### src/rtl/tictactoe_pkg.sv
// Shared TicTacToe types: command encoding, board geometry and the mouse hit-test helpers.
package tictactoe_pkg;

  localparam int unsigned NUM_SRC   = 4;
  localparam int unsigned COORD_W   = 10;
  localparam int unsigned HIT_W     = 11;

  localparam int unsigned SRC_ONOFF = 0;
  localparam int unsigned SRC_MOUSE = 1;
  localparam int unsigned SRC_LEFT  = 2;
  localparam int unsigned SRC_RIGHT = 3;

  localparam int unsigned GEO_BOARD_LEFT = 185;
  localparam int unsigned GEO_BOARD_TOP  = 140;
  localparam int unsigned GEO_CELL_W     = 84;
  localparam int unsigned GEO_BAR_W      = 9;

  localparam logic [3:0] CELL_MISS = 4'hF;

  typedef enum logic [1:0] {
    CMD_ONOFF = 2'd0,
    CMD_CLICK = 2'd1,
    CMD_LEFT  = 2'd2,
    CMD_RIGHT = 2'd3
  } cmd_type_e;

  // Index 0..2 of the cell span containing pos along one axis, 3 when on a bar or off-board.
  function automatic logic [1:0] axis_hit(input logic [COORD_W-1:0] pos,
                                          input logic [HIT_W-1:0]   origin,
                                          input logic [HIT_W-1:0]   span,
                                          input logic [HIT_W-1:0]   bar);
    logic [HIT_W-1:0] p;
    logic [HIT_W-1:0] lo;
    axis_hit = 2'd3;
    p = HIT_W'(pos);
    for (int c = 0; c < 3; c++) begin
      lo = origin + HIT_W'(c) * (span + bar);
      if (p >= lo && p <= lo + span) axis_hit = 2'(c);
    end
  endfunction

  function automatic logic [3:0] cell_index(input logic [1:0] row, input logic [1:0] col);
    if (row == 2'd3 || col == 2'd3) cell_index = CELL_MISS;
    else                            cell_index = 4'(row) * 4'd3 + 4'(col);
  endfunction

endpackage

### src/rtl/sync_debounce.sv
// Per-source synchroniser, rising-edge detector and post-acceptance lockout counter.
module sync_debounce #(
  parameter int unsigned DEBOUNCE_CYCLES = 250000
) (
  input  logic clk,
  input  logic rst_n,
  input  logic raw,
  output logic accept_c
);

  localparam int unsigned CNT_W = (DEBOUNCE_CYCLES > 1) ? $clog2(DEBOUNCE_CYCLES) : 1;
  localparam logic [CNT_W-1:0] RELOAD = CNT_W'(DEBOUNCE_CYCLES - 1);

  logic             sync1;
  logic             sync2;
  logic             prev;
  logic [CNT_W-1:0] deb_q;
  logic [CNT_W-1:0] deb_d;

  assign accept_c = sync2 & ~prev & (deb_q == '0);

  always_comb begin
    deb_d = deb_q;
    if (accept_c)          deb_d = RELOAD;
    else if (deb_q != '0)  deb_d = deb_q - CNT_W'(1);
  end

  // Sync chain resets high so a level held across reset never looks like a press.
  always_ff @(posedge clk or negedge rst_n) begin
    if (!rst_n) begin
      sync1 <= 1'b1;
      sync2 <= 1'b1;
      prev  <= 1'b1;
      deb_q <= '0;
    end else begin
      sync1 <= raw;
      sync2 <= sync1;
      prev  <= sync2;
      deb_q <= deb_d;
    end
  end

endmodule

### src/rtl/input_event_arbiter.sv
// Turns four raw player inputs into one-at-a-time game commands over a valid/ready handshake.
module input_event_arbiter
  import tictactoe_pkg::*;
#(
  parameter int unsigned DEBOUNCE_CYCLES = 250000,
  parameter int unsigned BOARD_LEFT      = GEO_BOARD_LEFT,
  parameter int unsigned BOARD_TOP       = GEO_BOARD_TOP,
  parameter int unsigned CELL_W          = GEO_CELL_W,
  parameter int unsigned BAR_W           = GEO_BAR_W
) (
  input  logic               clk,
  input  logic               rst_n,
  input  logic               Boton_onoff,
  input  logic               Boton_izquierda,
  input  logic               Boton_derecha,
  input  logic               mouseBotton,
  input  logic [COORD_W-1:0] mouseX,
  input  logic [COORD_W-1:0] mouseY,
  output logic               cmd_valid,
  input  logic               cmd_ready,
  output logic [1:0]         cmd_type,
  output logic [3:0]         cmd_cell,
  output logic               event_dropped
);

  typedef enum logic {ST_IDLE, ST_OFFER} state_e;

  logic [NUM_SRC-1:0] raw;
  logic [NUM_SRC-1:0] accept_c;
  logic [NUM_SRC-1:0] pend_q, pend_d, clr;
  logic [3:0]         hit_cell_c;
  logic [3:0]         mouse_cell_q, mouse_cell_d;
  state_e             state_q, state_d;
  cmd_type_e          type_q, type_d;
  logic [3:0]         cell_q, cell_d;
  logic               valid_q, valid_d;
  logic               drop_q, drop_d;

  assign raw = {Boton_derecha, Boton_izquierda, mouseBotton, Boton_onoff};

  for (genvar i = 0; i < NUM_SRC; i++) begin : g_src
    sync_debounce #(.DEBOUNCE_CYCLES(DEBOUNCE_CYCLES)) u_sync_debounce (
      .clk      (clk),
      .rst_n    (rst_n),
      .raw      (raw[i]),
      .accept_c (accept_c[i])
    );
  end

  assign hit_cell_c = cell_index(
    axis_hit(mouseY, HIT_W'(BOARD_TOP),  HIT_W'(CELL_W), HIT_W'(BAR_W)),
    axis_hit(mouseX, HIT_W'(BOARD_LEFT), HIT_W'(CELL_W), HIT_W'(BAR_W)));

  // Arbiter next state, pending bookkeeping and mouse-cell capture.
  always_comb begin
    state_d = state_q;
    type_d  = type_q;
    cell_d  = cell_q;
    valid_d = valid_q;
    clr     = '0;
    unique case (state_q)
      ST_IDLE: begin
        if (|pend_q) begin
          state_d = ST_OFFER;
          valid_d = 1'b1;
          cell_d  = CELL_MISS;
          if (pend_q[SRC_ONOFF]) begin
            type_d = CMD_ONOFF;
            clr[SRC_ONOFF] = 1'b1;
          end else if (pend_q[SRC_MOUSE]) begin
            type_d = CMD_CLICK;
            cell_d = mouse_cell_q;
            clr[SRC_MOUSE] = 1'b1;
          end else if (pend_q[SRC_LEFT]) begin
            type_d = CMD_LEFT;
            clr[SRC_LEFT] = 1'b1;
          end else begin
            type_d = CMD_RIGHT;
            clr[SRC_RIGHT] = 1'b1;
          end
        end
      end
      ST_OFFER: begin
        if (cmd_ready) begin
          state_d = ST_IDLE;
          valid_d = 1'b0;
        end
      end
      default: begin
        state_d = ST_IDLE;
        valid_d = 1'b0;
      end
    endcase
    // A same-cycle set beats the grant's clear.
    pend_d = (pend_q & ~clr) | accept_c;
    drop_d = |(accept_c & pend_q & ~clr);
    mouse_cell_d = mouse_cell_q;
    if (accept_c[SRC_MOUSE] && (!pend_q[SRC_MOUSE] || clr[SRC_MOUSE])) mouse_cell_d = hit_cell_c;
  end

  always_ff @(posedge clk or negedge rst_n) begin
    if (!rst_n) begin
      state_q      <= ST_IDLE;
      type_q       <= CMD_ONOFF;
      cell_q       <= CELL_MISS;
      valid_q      <= 1'b0;
      drop_q       <= 1'b0;
      pend_q       <= '0;
      mouse_cell_q <= CELL_MISS;
    end else begin
      state_q      <= state_d;
      type_q       <= type_d;
      cell_q       <= cell_d;
      valid_q      <= valid_d;
      drop_q       <= drop_d;
      pend_q       <= pend_d;
      mouse_cell_q <= mouse_cell_d;
    end
  end

  assign cmd_valid     = valid_q;
  assign cmd_type      = type_q;
  assign cmd_cell      = cell_q;
  assign event_dropped = drop_q;

endmodule

### config.mk
export PLATFORM = sky130hd
export DESIGN_NAME = input_event_arbiter
export DESIGN_NICKNAME = d
export VERILOG_FILES = /design/src/rtl/tictactoe_pkg.sv /design/src/rtl/sync_debounce.sv /design/src/rtl/input_event_arbiter.sv
export SDC_FILE = /design/constraint.sdc
export NUM_CORES = 1
export LEC_CHECK = 0
export ABC_AREA = 0
export CAP_MARGIN = 20
export CORE_ASPECT_RATIO = 0.7
export CORE_MARGIN = 2
export CORE_UTILIZATION = 50
export CTS_BUF_LIST = sky130_fd_sc_hd__clkbuf_8
export DETAILED_ROUTE_END_ITERATION = 8
export HOLD_SLACK_MARGIN = 0.08
export PLACE_DENSITY = 0.77
export SKIP_LAST_GASP = 1
export SYNTH_ARGS = -nofsm -noshare
export SYNTH_HDL_FRONTEND = slang
export SYNTH_HIERARCHICAL = 1
export SYNTH_SLANG_ARGS = --single-unit
### constraint.sdc
create_clock -name clk -period 2.5 [get_ports clk]
set_input_delay 0.5 -clock clk [delete_from_list [all_inputs] [get_ports clk]]
set_output_delay 0.5 -clock clk [all_outputs]
set_load 0.05 [all_outputs]
* Word level (Yosys, flattened, before mapping)
Cells that the tools add are included.
** Storage, ports and cells
- Word-level logic and storage cells :: 123
- Input bits :: 27
- Bits in writable memories :: 0
- Bits in registers :: 101
- Bits in latches :: 0
- Output and inout bits :: 8
- Memories kept :: 0
- Bits in read-only memories :: 0
** Operators by class
- Bitwise gates (word level) :: 18
- Eq/ne operators :: 4
- Reduce and logical (&&, ||, !) cells :: 26
- Order comparisons :: 12
- Divide/modulo/power cells :: 0
- $mul :: 1
- Shift operators :: 0
- Muxes and demuxes :: 34
- Add/sub/neg operators :: 5
** Operator list (number)
- 18-bit two-way mux :: 8
- 18-bit logical NOT :: 4
- 18-bit nonzero test :: 4
- 18-bit by 1-bit subtractor with 18-bit output, second input constant :: 4
- 10-bit by 9-bit <= comparator with 1-bit output, second input constant :: 5
- 10-bit by 8-bit >= comparator with 1-bit output, second input constant :: 3
- 10-bit by 9-bit >= comparator with 1-bit output, second input constant :: 3
- 4-bit two-way mux :: 5
- 2-bit two-way mux :: 9
- 4-bit bitwise AND :: 3
- 10-bit by 8-bit <= comparator with 1-bit output, second input constant :: 1
- 1-bit two-way mux :: 9
- 1-bit bitwise AND :: 8
- 2-bit nonzero test :: 4
- 4-bit OR reduction :: 2
- 1-bit logical AND :: 7
- 1-bit inverter :: 5
- 4-bit by 2-bit adder with 4-bit output :: 1
- 2-bit equality test, second input constant :: 2
- 2-bit by 2-bit multiplier with 4-bit output, second input constant :: 1
- 2-bit inequality test, second input constant :: 2
- 4-bit inverter :: 1
- 4-bit bitwise OR :: 1
- 1-bit case mux with 2 select lines :: 2
- other kinds (4) :: 6

* Logic depth before layout (Yosys ltp)
Gate-level depths: netlist (run 1).
- Word-level depth :: 8
- Depth in mapped cells :: 10
- Gate-level depth less buffers :: 10

* Cells and area by module
The synthesis (run 1) kept the hierarchy.
** Modules (own cells, without submodules)
- sync_debounce :: cells each 100, area each 1063.5 um2, instances 4
- input_event_arbiter :: cells each 131, area each 1113.6 um2, instances 1

* Worst setup path before layout (run 1)
OpenSTA, ideal clock, no wires.
- Kind :: register -> register
- Start point :: register g_src[1].u_sync_debounce.deb_q[0]
- End point :: register mouse_cell_q[3]
- Cell stages (with the launch flop) :: 11
- Slack :: 0.067 ns
- Clock period less this slack :: 2.433 ns
- Arrival :: 2.347 ns
- Library setup time :: 0.085 ns
- Cells stage by stage :: dfrtp_1 > inv_1 > ha_1 > or4b_1 > buf_2 > nor4_2 > nand2_1 > nor2_1 > and2_1 > o21a_2 > a31oi_1
** Between the ends
- Longest elaborated chain between the ends :: 3
** RTL lines
- start, declared :: RTL line sync_debounce.sv:17 : logic [CNT_W-1:0] deb_q;
- start signal, assigned :: RTL line sync_debounce.sv:34 : deb_q <= '0;
- start signal, assigned :: RTL line sync_debounce.sv:39 : deb_q <= deb_d;
- 18-bit logical NOT :: RTL line sync_debounce.sv:20 : assign accept_c = sync2 & ~prev & (deb_q == '0);
- 1-bit bitwise AND :: RTL line sync_debounce.sv:20
- via accept_c[1] :: RTL line input_event_arbiter.sv:29 : logic [NUM_SRC-1:0] accept_c;
- 1-bit logical AND :: RTL line input_event_arbiter.sv:98 : if (accept_c[SRC_MOUSE] && (!pend_q[SRC_MOUSE] || clr[SRC_MOUSE])) mouse_cell_d = hit_cell_c;
- end signal, assigned :: RTL line input_event_arbiter.sv:117 : mouse_cell_q <= mouse_cell_d;
- end, declared :: RTL line input_event_arbiter.sv:32 : logic [3:0] mouse_cell_q, mouse_cell_d;
The timed path passes the listed nets, and every way through them passes these cells.
A chain may end at the register's enable or synchronous reset.

* Worst setup path after layout (run 1)
- Start point :: input mouseX[4]
- End point :: register mouse_cell_q[2]
** Between the ends
- Longest elaborated chain between the ends :: 8
** RTL lines
- start, declared :: RTL line input_event_arbiter.sv:17 : input logic [COORD_W-1:0] mouseX,
- 10-bit by 8-bit >= comparator with 1-bit output or 10-bit by 9-bit <= comparator with 1-bit output (tied branches) :: RTL line tictactoe_pkg.sv:38 : if (p >= lo && p <= lo + span) axis_hit = 2'(c);
- 1-bit logical AND :: RTL line tictactoe_pkg.sv:38
- 2-bit two-way mux (2 in a row) :: RTL line tictactoe_pkg.sv:38
- 2-bit two-way mux * :: RTL line tictactoe_pkg.sv:38
- branches (longest 2 deep; another with 4-bit by 2-bit adder with 4-bit output)
- 4-bit two-way mux * :: RTL line tictactoe_pkg.sv:43 : if (row == 2'd3 || col == 2'd3) cell_index = CELL_MISS;
Mark *: on every way between the ends.

==> metrics.yaml, run 1 <==
status: "finished clean"
seq_area_frac_synth: 0.476
drive_above_1_share: 0.208
setup_slack_ns: 0.0186
route.detailed.drc: 0
route.vias.total: 4532
yosys.area.top_type: "dfrtp_1"
pin_count: 35
arrival_ns: 2.78
synth_cells: 531
synth.most_common_cell: "dfrtp_1"
clk_pin_slew_ns: 0.09
rsz0062_at_grt: "true"
start_util: 0.516
diodes: 0
power_leakage_nw: 2.58
tightest_slew_ns: 0.666
hp-class: "input port to async pin"
synth_nets: 566
setup-violations-final: 0
start_kind: "input port"
numPortBuffers: 34
gp_congestion: 0.928
wire_per_inst_um: 16.3
fmaxAchievable_ghz: 0.403
drt_wl_total_mm: 12.2
clock_skew_ns: 0.00800
die_x_um: 128
ys_top_cells_by_count: "81 x dfrtp_1, 38 x nor2_1, 35 x a21oi_1"
avgViaCountPerCell: 6.06
fillerInstances: 850
cp-startpoint: "mouseX[4]"
synth.cell_area_um2: 5370
power_density_nw_per_um2: 862
cp_max_fo: 2
final_antenna_net_count: 0
preCtsSetupSlack_ns: -0.500
multiInputGateArea_um2: 2750
syn_avg_cell_area_um2: 10.1
cts_buffers: 9
ir_worst_vdd_mv: 0.311
area_growth_pct: 20.0
htree_levels: 3
setup-tns-final_ns: 0
netlist.area_leader.share: 0.378
drv_cap: 0
drt_iter0_markers: 369
ys_ff_latch: 101
die-height_um: 90.7
nets: 646
slew_violations: 0
antenna_found_initial: 0
post-route-period-util: 0.993
cp.required_ns: 2.80
synth-edff-count: 0
synth_cell_type_count: 51
grt_pass1_wl_mm: 20.2
clk_latency_ns: 0.38
grt_pass1_vias: 4338
reg2reg_from: "g_src[3].u_sync_debounce/deb_q[0]$_DFFE_PN0P_"
cts_tree: "yes"
design.die.area_um2: 11600
ys.flop_type: "dfrtp_1"
synthTopCellsByArea: "dfrtp_1 38%, dfstp_2 9.8%, a21oi_1 3.3%"
overflow: 0
path_class: "input port to register"
max_slew_margin: 0.552
root_buffer: "clkbuf_8"
cts_num_sinks: 101
drt-pass1-iter-count: 7
hold_violations: 0
cts_buffer_depth: 2
yosys_warnings: 6
rows: 31
grt_max_degree: 45
grt_use_total: 0.214
ys_async_sr_fraction: 1.00
hpwl_mm: 8.81
regArea_um2: 2550
core_um2: 10400
fin_crit_ns: 2.48
cp-end-kind: "register"
cells by family (layout without fill, tap and decap cells):
kind of cell	Yosys count	after routing	synth area share
simple gates	213	213	0.242
fa+ha+maj	8	8	0.0186
compound gates	130	130	0.157
mux	17	17	0.0338
buf+inv	34	119	0.0275
flops	101	101	0.476
xor+xnor	28	28	0.0457
sequential cells by signal, indices dropped and copies added, names as in the netlist, 2 cells and up:
name	cells
g_src.u_sync_debounce/deb_q	72
cmd_cell	4
g_src.u_sync_debounce/prev	4
g_src.u_sync_debounce/sync1	4
g_src.u_sync_debounce/sync2	4
mouse_cell_q	4
pend_q	4
cmd_type	2
layer usage:
layer / global-route usage / vias up / share of wire
li1: - / 2156 / -
met5: 0 / - / 0
met1: 0.291 / 2208 / 0.46
met3: 0.0421 / 20 / 0.050
met2: 0.338 / 148 / 0.47
met4: 0.0788 / 0 / 0.017
placed cells by master, fill, tap and decap left out, types with 10 or more instances in the layout:
cell type	count
dfrtp_1	81
buf_4	49
nor2_1	37
a21oi_1	35
nand2_1	33
clkdlybuf4s50_1	31
nor3_1	29
o21ai_0	25
inv_1	22
nand3_1	22
dfstp_2	20
a31oi_1	17
xnor2_1	16
nor4_1	14
xor2_1	12
clkbuf_8	11
or3_1	10
or4_1	10
power by group:
part | total, W | switching (W) | leakage [nW] | internal [W]
combinational | 0.00165 | 0.000870 | 1.28 | 0.000781
clock | 0.000962 | 0.000554 | 0.0939 | 0.000408
sequential | 0.00294 | 0.000761 | 1.20 | 0.00218
metrics by stage:
stage                     power, W  hold slack [ns]  instances   util  cell area, um^2
after floorplan            0.00396            0.204        531      -             5370
after global placement     0.00443            0.346        731  0.594             6170
after detailed placement   0.00455            0.348        731  0.594             6170
after CTS                  0.00553            0.104        747  0.611             6350
after global routing       0.00592            0.126        748  0.620             6440
final                      0.00556           0.0937        748  0.620             6440
critical path, stage by stage:
cell and delay (ns):
clkdlybuf4s50_1 0.42, or4_4 0.54, a21oi_2 0.17, a22o_2 0.17, inv_1 0.04, ha_1 0.29
ha_1 0.21, ha_1 0.27, inv_1 0.03, a31oi_1 0.13
area by class of cell:
| cell class | instances | area share |
|---|---|---|
| Clock buffer | 11 | 0.0235 |
| Clock inverter | 5 | 0.00427 |
| Inverter | 20 | 0.0117 |
| Multi-Input combinational cell | 396 | 0.427 |
| Sequential cell | 101 | 0.396 |
| Tap cell | 132 | 0.0256 |
| Timing Repair Buffer | 83 | 0.112 |
repair_timing:
item | in CTS | in global routing
gates resized for setup | 2 | 18
hold buffers | 0 | 0
pin swaps | 0 | 2
buffers inserted | 0 | 1
setup endpoints to repair | 1 | 21
final timing paths:
check	end	depth (start not counted)	slack, ns
min in group clk	g_src[2].u_sync_debounce/sync2$_DFF_PN1_	0	0.36
max in group asynchronous	g_src[1].u_sync_debounce/prev$_DFF_PN1_	2	1.67
setup / recovery	mouse_cell_q[2]$_DFFE_PN1P_	10	0.02
hold / removal	g_src[3].u_sync_debounce/deb_q[0]$_DFFE_PN0P_	1	0.09
hold reg to reg	g_src[2].u_sync_debounce/sync2$_DFF_PN1_	0	0.36
setup reg to reg	g_src[3].u_sync_debounce/deb_q[0]$_DFFE_PN0P_	7	0.15
(Power assumes the default switching activity.)
==> run 2: changes to the inputs <==
Settings changed: CORE_UTILIZATION 50 to 56, PLACE_DENSITY 0.77 to 0.84, REMOVE_ABC_BUFFERS set to 1, SETUP_SLACK_MARGIN set to 0.5.
==> run 2 against run 1 <==
Net effect:
- worst hold slack improved by 0.27 ns
- clock skew hardly changed
- clock power is 5.9% lower
- flip-flop and latch count unchanged
==> metrics.yaml, run 2 (synthesized netlist as in run 1, its figures left out) <==
avgViaCountPerCell: 6.43
final_cell_mix: "81 x dfrtp_1, 72 x buf_4, 34 x nor2_1"
cts_tree: "yes"
hpwl_mm: 8.67
power_leakage_nw: 3.02
largest_reg_flops: 72
slew_violations: 0
hp-class: "register to register"
setup-violations-final: 0
cts_buffer_depth: 2
diodes: 0
clk_pin_slew_ns: 0.09
htree_levels: 3
fin_util: 0.811
area_growth_pct: 38.7
cp.required_ns: 2.81
pin_count: 35
rsz0062_at_grt: "true"
drv_cap: 0
nets: 691
final_common_cell: "dfrtp_1"
drt_iter0_markers: 513
path_class: "register to register"
whs_ns: 0.359
hold_violations: 0
clk_latency_ns: 0.38
gp_congestion: 0.897
status: "finished clean"
cp_max_fo: 7
grt_max_degree: 50
grt_use_total: 0.286
wire_per_inst_um: 19.5
ir_worst_vdd_mv: 0.485
drt_wl_total_mm: 15.3
clock_skew_ns: 0.00820
die-height_um: 85.9
design.die.area_um2: 10400
setup-tns-final_ns: 0
rows: 29
route.vias.total: 5050
power_density_nw_per_um2: 832
start_util: 0.585
fin_crit_ns: 2.19
grt_pass1_vias: 4860
start_kind: "register"
final_antenna_net_count: 0
tightest_slew_ns: 0.657
drt-pass1-iter-count: 5
cp-end-kind: "register"
drive_above_1_share: 0.381
grt_pass1_wl_mm: 23.6
power_w: 0.00620
cts_num_sinks: 101
cts_buffers: 9
root_buffer: "clkbuf_8"
numPortBuffers: 34
max_slew_margin: 0.561
overflow: 0
post-route-period-util: 0.875
regMostFlops: "g_src.u_sync_debounce/deb_q"
core_um2: 9180
route.detailed.drc: 0
arrival_ns: 2.49
die_x_um: 121
fmaxAchievable_ghz: 0.457
antenna_found_initial: 0
## run 2: area by class of cell
type	instances	area (um^2)
Clock inverter	7	36.3
Sequential cell	101	2550
Clock buffer	9	124
Timing Repair Buffer	128	1120
Inverter	20	75.1
Fill cell	463	1740
Tap cell	124	155
Multi-Input combinational cell	396	3380
## run 2: path summary, 6_finish.rpt
kind                                                               start                                        endpoint  slack [ns]  depth (start not counted)
max                        g_src[1].u_sync_debounce/deb_q[0]$_DFFE_PN0P_  g_src[1].u_sync_debounce/deb_q[16]$_DFFE_PN0P_        0.31                          7
min                             g_src[1].u_sync_debounce/sync1$_DFF_PN1_        g_src[1].u_sync_debounce/sync2$_DFF_PN1_        0.36                          0
max reg2reg                g_src[1].u_sync_debounce/deb_q[0]$_DFFE_PN0P_  g_src[1].u_sync_debounce/deb_q[16]$_DFFE_PN0P_        0.31                          7
min reg2reg                     g_src[1].u_sync_debounce/sync1$_DFF_PN1_        g_src[1].u_sync_debounce/sync2$_DFF_PN1_        0.36                          0
max in group asynchronous                                          rst_n        g_src[1].u_sync_debounce/sync2$_DFF_PN1_        1.20                          3
min in group asynchronous                                          rst_n   g_src[3].u_sync_debounce/deb_q[4]$_DFFE_PN0P_        0.57                          2
## run 2: repair_timing
item,in CTS,in global routing
setup buffers,35,9
pin swaps,57,35
hold buffers,1,0
gates resized for setup,128,79
setup endpoints to repair,75,74
hold endpoints to repair,20,0
## run 2: report_power, final
group	internal [W]	switching [W]
combinational	0.00106	0.00119
clock	0.000348	0.000557
sequential	0.00218	0.000854
## run 2: per-stage QoR
step / instances / cell area, um^2 / worst slack [ns]
final: 785 / 7440 / 0.313
after global routing: 785 / 7440 / 0.270
after CTS: 776 / 7020 / 0.295
after detailed placement: 724 / 6170 / -0.407
after global placement: 724 / 6170 / -0.295
after floorplan: 517 / 5300 / 0.0801
## run 2: critical path, stage by stage, from the launching register on
cell and delay [ns]:
dfrtp_1 0.42, inv_2 0.10, ha_4 0.13, or4b_4 0.50, or4_4 0.44, buf_8 0.16, nor4_4 0.16, mux2i_1 0.20
## run 2: layer usage
metal  global-route usage  share of wire  vias up
met5                    0              0        -
met4               0.0930          0.025        0
met3               0.0612          0.072       60
met2                0.464           0.49      268
met1                0.389           0.41     2475
li1                     -              -     2247
